==> config.mk <==
export PLATFORM = sky130hd
export DESIGN_NAME = seq_pattern_tx
export DESIGN_NICKNAME = d
export VERILOG_FILES = /design/src/rtl/seq_pattern_tx.sv
export SDC_FILE = /design/constraint.sdc
export NUM_CORES = 1
export LEC_CHECK = 0
export CAP_MARGIN = 15
export CELL_PAD_IN_SITES_DETAIL_PLACEMENT = 1
export CELL_PAD_IN_SITES_GLOBAL_PLACEMENT = 2
export CORE_MARGIN = 4
export CORE_UTILIZATION = 37
export DETAILED_ROUTE_END_ITERATION = 8
export GPL_ROUTABILITY_DRIVEN = 0
export HOLD_SLACK_MARGIN = 0.02
export PLACE_DENSITY_LB_ADDON = 0.1
export SYNTH_ARGS = -nofsm -noshare
export SYNTH_HDL_FRONTEND = slang
export SYNTH_SLANG_ARGS = --single-unit
==> constraint.sdc <==
create_clock -name clk -period 7.21 [get_ports clk]
set_input_delay 0.721 -clock clk [delete_from_list [all_inputs] [get_ports clk]]
set_output_delay 0.721 -clock clk [all_outputs]
set_load 0.005 [all_outputs]
==> src/rtl/seq_pattern_tx.sv <==
// Serial pattern transmitter: shifts a latched 1-8 bit pattern MSB first onto x
// at a 2^k-clock bit period, with an idle-high guard bit and optional repeat.
module seq_pattern_tx #(
    parameter int DIVW = 7
) (
    input  logic       clk,
    input  logic       rst_n,
    input  logic [7:0] ui_in,
    input  logic [7:0] uio_in,
    output logic [7:0] uo_out
);

    typedef enum logic [1:0] {
        IDLE = 2'd0,
        SEND = 2'd1,
        GAP  = 2'd2
    } state_t;

    state_t state_q, state_d;

    logic [7:0]      pat_q, pat_d;
    logic [2:0]      len_q, len_d;
    logic [2:0]      k_q, k_d;
    logic [2:0]      idx_q, idx_d;
    logic [DIVW-1:0] cnt_q, cnt_d;
    logic            startPrev_q;
    logic            x_q, x_d;
    logic            busy_q, busy_d;
    logic            strobe_q, strobe_d;
    logic            done_q, done_d;
    logic [3:0]      count_q, count_d;

    logic            startEdge;
    logic [DIVW-1:0] lastCnt;
    logic            atLast;

    assign startEdge = uio_in[3] & ~startPrev_q;
    assign lastCnt   = DIVW'((32'd1 << k_q) - 32'd1);
    assign atLast    = (cnt_q == lastCnt);

    always_ff @(posedge clk or negedge rst_n) begin
        if (!rst_n) begin
            state_q     <= IDLE;
            pat_q       <= '0;
            len_q       <= '0;
            k_q         <= '0;
            idx_q       <= '0;
            cnt_q       <= '0;
            startPrev_q <= 1'b1;
            x_q         <= 1'b1;
            busy_q      <= 1'b0;
            strobe_q    <= 1'b0;
            done_q      <= 1'b0;
            count_q     <= '0;
        end else begin
            state_q     <= state_d;
            pat_q       <= pat_d;
            len_q       <= len_d;
            k_q         <= k_d;
            idx_q       <= idx_d;
            cnt_q       <= cnt_d;
            startPrev_q <= uio_in[3];
            x_q         <= x_d;
            busy_q      <= busy_d;
            strobe_q    <= strobe_d;
            done_q      <= done_d;
            count_q     <= count_d;
        end
    end

    // Outputs are derived from the next state so every output is registered
    // yet already reflects the new state in the cycle after the deciding edge.
    always_comb begin
        state_d = state_q;
        pat_d   = pat_q;
        len_d   = len_q;
        k_d     = k_q;
        idx_d   = idx_q;
        cnt_d   = cnt_q;

        case (state_q)
            IDLE: begin
                if (startEdge) begin
                    pat_d   = ui_in;
                    len_d   = uio_in[2:0];
                    k_d     = uio_in[7:5];
                    idx_d   = uio_in[2:0];
                    cnt_d   = '0;
                    state_d = SEND;
                end
            end
            SEND: begin
                if (atLast) begin
                    cnt_d = '0;
                    if (idx_q != 3'd0) begin
                        idx_d = idx_q - 3'd1;
                    end else begin
                        state_d = GAP;
                    end
                end else begin
                    cnt_d = cnt_q + DIVW'(1);
                end
            end
            GAP: begin
                if (atLast) begin
                    cnt_d = '0;
                    if (uio_in[4]) begin
                        idx_d   = len_q;
                        state_d = SEND;
                    end else begin
                        state_d = IDLE;
                    end
                end else begin
                    cnt_d = cnt_q + DIVW'(1);
                end
            end
            default: begin
                state_d = IDLE;
            end
        endcase

        x_d      = (state_d == SEND) ? pat_d[idx_d] : 1'b1;
        busy_d   = (state_d != IDLE);
        strobe_d = (state_d == SEND) && (cnt_d == '0);
        done_d   = (state_q == SEND) && (state_d == GAP);
        count_d  = done_d ? count_q + 4'd1 : count_q;
    end

    assign uo_out = {count_q, done_q, strobe_q, busy_q, x_q};

endmodule

Yosys cells after proc, flatten, opt, wreduce, memory -nomap -nowiden --
Index checks and enable logic that the tools add are counted. W data, S select, Z words.
Word-level totals: bits in registers 35, bits of input ports 18, output and inout port bits 8, logic and storage cells 53
Operators by class: $add $sub $neg 4, $lt $le $gt $ge 1, equality and inequality tests 5, shift-type cells 1, multiplexer cells 20, bitwise logic cells 2, reduce and logical (&&, ||, !) cells 8
Operators by type and width (count):
- $mux W8 | 2
- $mux W3 | 5
- $mux W7 | 2
- $pmux W7 S2 | 1
- $pmux W3 S3 | 1
- $mux W2 | 4
- $add A7 B1 Y7 const B | 1
- $eq A7 B7 Y1 | 1
- $logic_not A7 Y1 | 1
- $shl A1 B3 Y7 const A | 1
- $sub A7 B1 Y7 const B | 1
- $pmux W2 S3 | 1
- $add A4 B1 Y4 const B | 1
- $eq A2 B1 Y1 const B | 2
- $eq A2 B2 Y1 const B | 2
- $lt A3 B4 Y1 const B | 1
- $bmux W1 S3 | 1
- $mux W1 | 3
- $reduce_bool A3 Y1 | 1
- $sub A3 B1 Y3 const B | 1
- $logic_and A1 B1 Y1 | 2
- $logic_not A2 Y1 | 1
- $reduce_and A2 Y1 | 1
- $reduce_bool A2 Y1 | 1
- 3 further kinds | 3

Logic depth before layout (Yosys ltp) --
word-level depth 8, depth in mapped cells 11, depth with buffers taken out 10

Worst setup path after synthesis --
OpenSTA, ideal clock, no wires.
path type reg-to-reg, start register cnt_q[4], end register x_q, setup time 0.082 ns, data arrival time 2.728 ns, data required time 7.128 ns, slack 4.401 ns, cell stages (with the launch flop) 10, path buffers 1, period minus slack after synthesis 2.809 ns, path through dfrtp_1 > or4_1 > o22ai_2 > a2bb2oi_2 > buf_6 > a311oi_1 > a311oi_4 > mux2_2 > a41o_1 > a211o_1
On the way: longest elaborated chain between the ends 6, elaborated cells on any way between the ends 11, those cells by class 2 x eq/ne; 9 x mux
Ends and longest elaborated chain:
- start: declaration | RTL line 25 | logic [DIVW-1:0] cnt_q, cnt_d;
- start signal: assignment | RTL line 61 | cnt_q <= cnt_d;
- $eq A7 B7 Y1 (*) | RTL line 39 | assign atLast = (cnt_q == lastCnt);
- $mux W3 (on tied branches) | RTL line 105, 93
- $pmux W3 S3 | RTL line 81 | case (state_q)
- $bmux W1 S3 | RTL line 122 | x_d = (state_d == SEND) ? pat_d[idx_d] : 1'b1;
- $mux W1 (not written as such) | RTL line 122
- $mux W1 (*) | RTL line 122
- net x_d | RTL line 27 | logic x_q, x_d;
- end signal: assignment | RTL line 50 | x_q <= 1'b1;
- end signal: assignment | RTL line 63 | x_q <= x_d;
- end: declaration | RTL line 27
Mark *: on every way through the listed nets, which the timed path passes. The rest lies on a longest branch. The select of a mux whose other input is x is not followed. A chain may end at the register's enable or synchronous reset.

Final worst setup path --
start register k_q[2], end register x_q
On the way: longest elaborated chain between the ends 8, elaborated cells on any way between the ends 13, those cells by class 1 x add/sub; 2 x eq/ne; 1 x shift; 9 x mux
Ends and longest elaborated chain:
- start: declaration | RTL line 23 | logic [2:0] k_q, k_d;
- start signal: assignment | RTL line 59 | k_q <= k_d;
- $shl A1 B3 Y7 (*) | RTL line 38 | assign lastCnt = DIVW'((32'd1 << k_q) - 32'd1);
- $sub A7 B1 Y7 (*) | RTL line 38
- $eq A7 B7 Y1 (*) | RTL line 39
- $mux W3 (on tied branches) | RTL line 105, 93
- $pmux W3 S3 | RTL line 81
- $bmux W1 S3 | RTL line 122
- $mux W1 (not written as such) | RTL line 122
- $mux W1 (*) | RTL line 122
- net x_d | RTL line 27
Marks and branches as above.

==> metrics.yaml <==
status: "finished clean"
synth_nets: 250
syn_inst: 224
first_iter_violations: 76
timing.fmax_mhz: 294
min_period_ns: 3.41
critPathBufInv: 0
synth_flop_cell: "dfrtp_1"
maxCapViolCount: 0
dp_hpwl_microns: 4070
setup_viol_count_final: 0
fin_setup_tns_ns: 0
firstDrtPassIters: 4
clk_pin_slew_ns: 0.07
crit_chain: "or4_1 > o22ai_2 > a2bb2oi_2 > nand3_1 > a311oi_4 > mux2_2 > a41o_1 > a211o_1"
vias_per_cell: 5.35
synth_area_per_cell_sq_um: 9.42
die_y_microns: 83.5
coreArea_sq_um: 5510
syn2layout_area_growth_pct: 15.6
slew_viol_final: 0
drive_above_1_share: 0.0935
grt_use_total: 0.163
cp-start-kind: "flop"
grt_pass1_wl_microns: 9170
syn_area_sq_um: 2110
cts_resized: 0
synth_largest_area_cell: "dfrtp_1"
hold_violations: 0
numCtsBuffers: 5
seqCellArea_sq_um: 878
power.density_nw_per_um2: 143
fillCellCount: 649
fin_crit_sh: 0.472
hold_class: "reg2reg"
postSynth.asyncResetShare: 1.00
grt_overflow: 0
crit_family: "compound AO/OA/AOI/OAI gates"
cts_hold_buf: 0
netlist_top_cells_area: "dfrtp_1, nand2_1, ha_1"
worst_pin_slew_ns: 0.881
post_drt_wl_per_cell_microns: 16.8
num_vias: 1701
antenna_found_initial: 0
h-tree-depth: 2
die_area_sq_um: 6980
clock_latency_ns: 0.29
skew_ns: 0.00650
path_max_fanout: 12
worst-endpoint-required_ns: 7.43
ys_types: 53
yosysWarnings: 0
cts_tree: "yes"
most-common-layout-cells: "nand2_1, dfrtp_1, clkdlybuf4s50_1"
cts_setup_buffers: 0
slowest_stage: "or4_1"
yosysSeqAreaShare: 0.416
cts-root-buf: "clkbuf_8"
wl_microns: 5360
relSlewSlack: 0.409
ir_worst_vdd_mv: 0.0689
path_class: "reg2reg"
drc: 0
antenna_cells: 0
port_buffers: 25
fin_ws_ns: 3.80
dpl_worst_slack_ns: 3.80
die_w_microns: 83.5
ios: 26
worstSetupEndpointType: "flop"
synth_edf_count: 0
mostFrequentLayoutCell: "nand2_1"
yosys.area.top_type_share: 0.391
num_rows: 27
multiInputGateArea_sq_um: 1100
rsz0062_at_grt: "no"
start_util: 0.383
fin_nets: 271
arrival_ns: 3.62
cts.path.max_buffers: 2
ys_ff_latch: 35
clock_sinks: 35
crit_path_max_incr_delay_ns: 0.55
ant_nets: 0
grt_max_degree: 36
grt_pass1_vias: 1778
leakage_nw: 1.09
path summary, 6_finish.rpt:
check | end | depth (start not counted) | startpoint | slack [ns]
max | x_q | 8 | k_q[2] | 3.80
min | count_q[3] | 1 | count_q[3] | 0.47
max reg2reg | x_q | 8 | k_q[2] | 3.80
min reg2reg | count_q[3] | 1 | count_q[3] | 0.47
max in group asynchronous | startPrev_q | 2 | rst_n | 5.99
min in group asynchronous | cnt_q[0] | 2 | rst_n | 0.87
area by class of cell:
| class | instances | share of cell area |
|---|---|---|
| clock buffers | 7 | 0.0313 |
| clock inverters | 1 | 0.00205 |
| inverters | 10 | 0.0154 |
| multi-input cells | 167 | 0.449 |
| flip-flops and latches | 35 | 0.360 |
| well taps | 72 | 0.0369 |
| repair buffers | 26 | 0.106 |
routing by layer:
metal	GRT usage	vias up	routed length, microns
li1	-	829	-
met1	0.196	837	2300
met2	0.292	26	2820
met3	0.0365	9	171
met4	0.0468	0	63
met5	0	-	0
stage by stage:
| step | hold slack [ns] | std cells | area, sq um | util | total power [W] |
|---|---|---|---|---|---|
| after floorplan | 0.425 | 224 | 2110 | - | 0.000202 |
| after global placement | 0.460 | 310 | 2360 | 0.429 | 0.000216 |
| after detailed placement | 0.460 | 310 | 2360 | 0.429 | 0.000216 |
| after CTS | 0.476 | 318 | 2440 | 0.443 | 0.000357 |
| after global routing | 0.502 | 318 | 2440 | 0.443 | 0.000367 |
| final | 0.471 | 318 | 2440 | 0.443 | 0.000349 |
cells in the mapped netlist, drive strengths merged, types with 3 or more instances:
| master | n |
|---|---|
| nor3 | 3 |
| inv | 10 |
| o21ai | 11 |
| a21o | 4 |
| o31ai | 3 |
| a22o | 4 |
| buf | 7 |
| nand2b | 3 |
| nand3 | 6 |
| nor2 | 9 |
| a21oi | 8 |
| xnor2 | 3 |
| clkbuf | 5 |
| nand4 | 4 |
| mux2i | 4 |
| ha | 8 |
| nand2 | 57 |
| mux2 | 3 |
| dfrtp | 33 |
power breakdown:
part	switching, W	internal [W]	leakage, nW	total, W
logic	0.00000608	0.00000892	0.615	0.0000150
registers	0.000000170	0.000197	0.436	0.000197
clock network	0.0000688	0.0000678	0.0422	0.000137
total	0.0000750	0.000274	1.09	0.000349
state kept, by name, summed over array words and instances, names as in the netlist:
signal       flops
pat_q            8
cnt_q            7
count_q          4
idx_q            3
k_q              3
len_q            3
state_q          2
busy_q           1
done_q           1
startPrev_q      1
strobe_q         1
x_q              1
cells by family (layout without fill, tap and decap cells):
group	Yosys count	count (layout)	share of synthesized area
compound gates	51	51	0.202
mux	7	7	0.0350
xor+xnor	5	5	0.0208
fa+ha+maj	8	8	0.0474
buf+inv	22	44	0.0646
simple gates	96	96	0.215
flops	35	35	0.416
(Power assumes the default switching activity.)
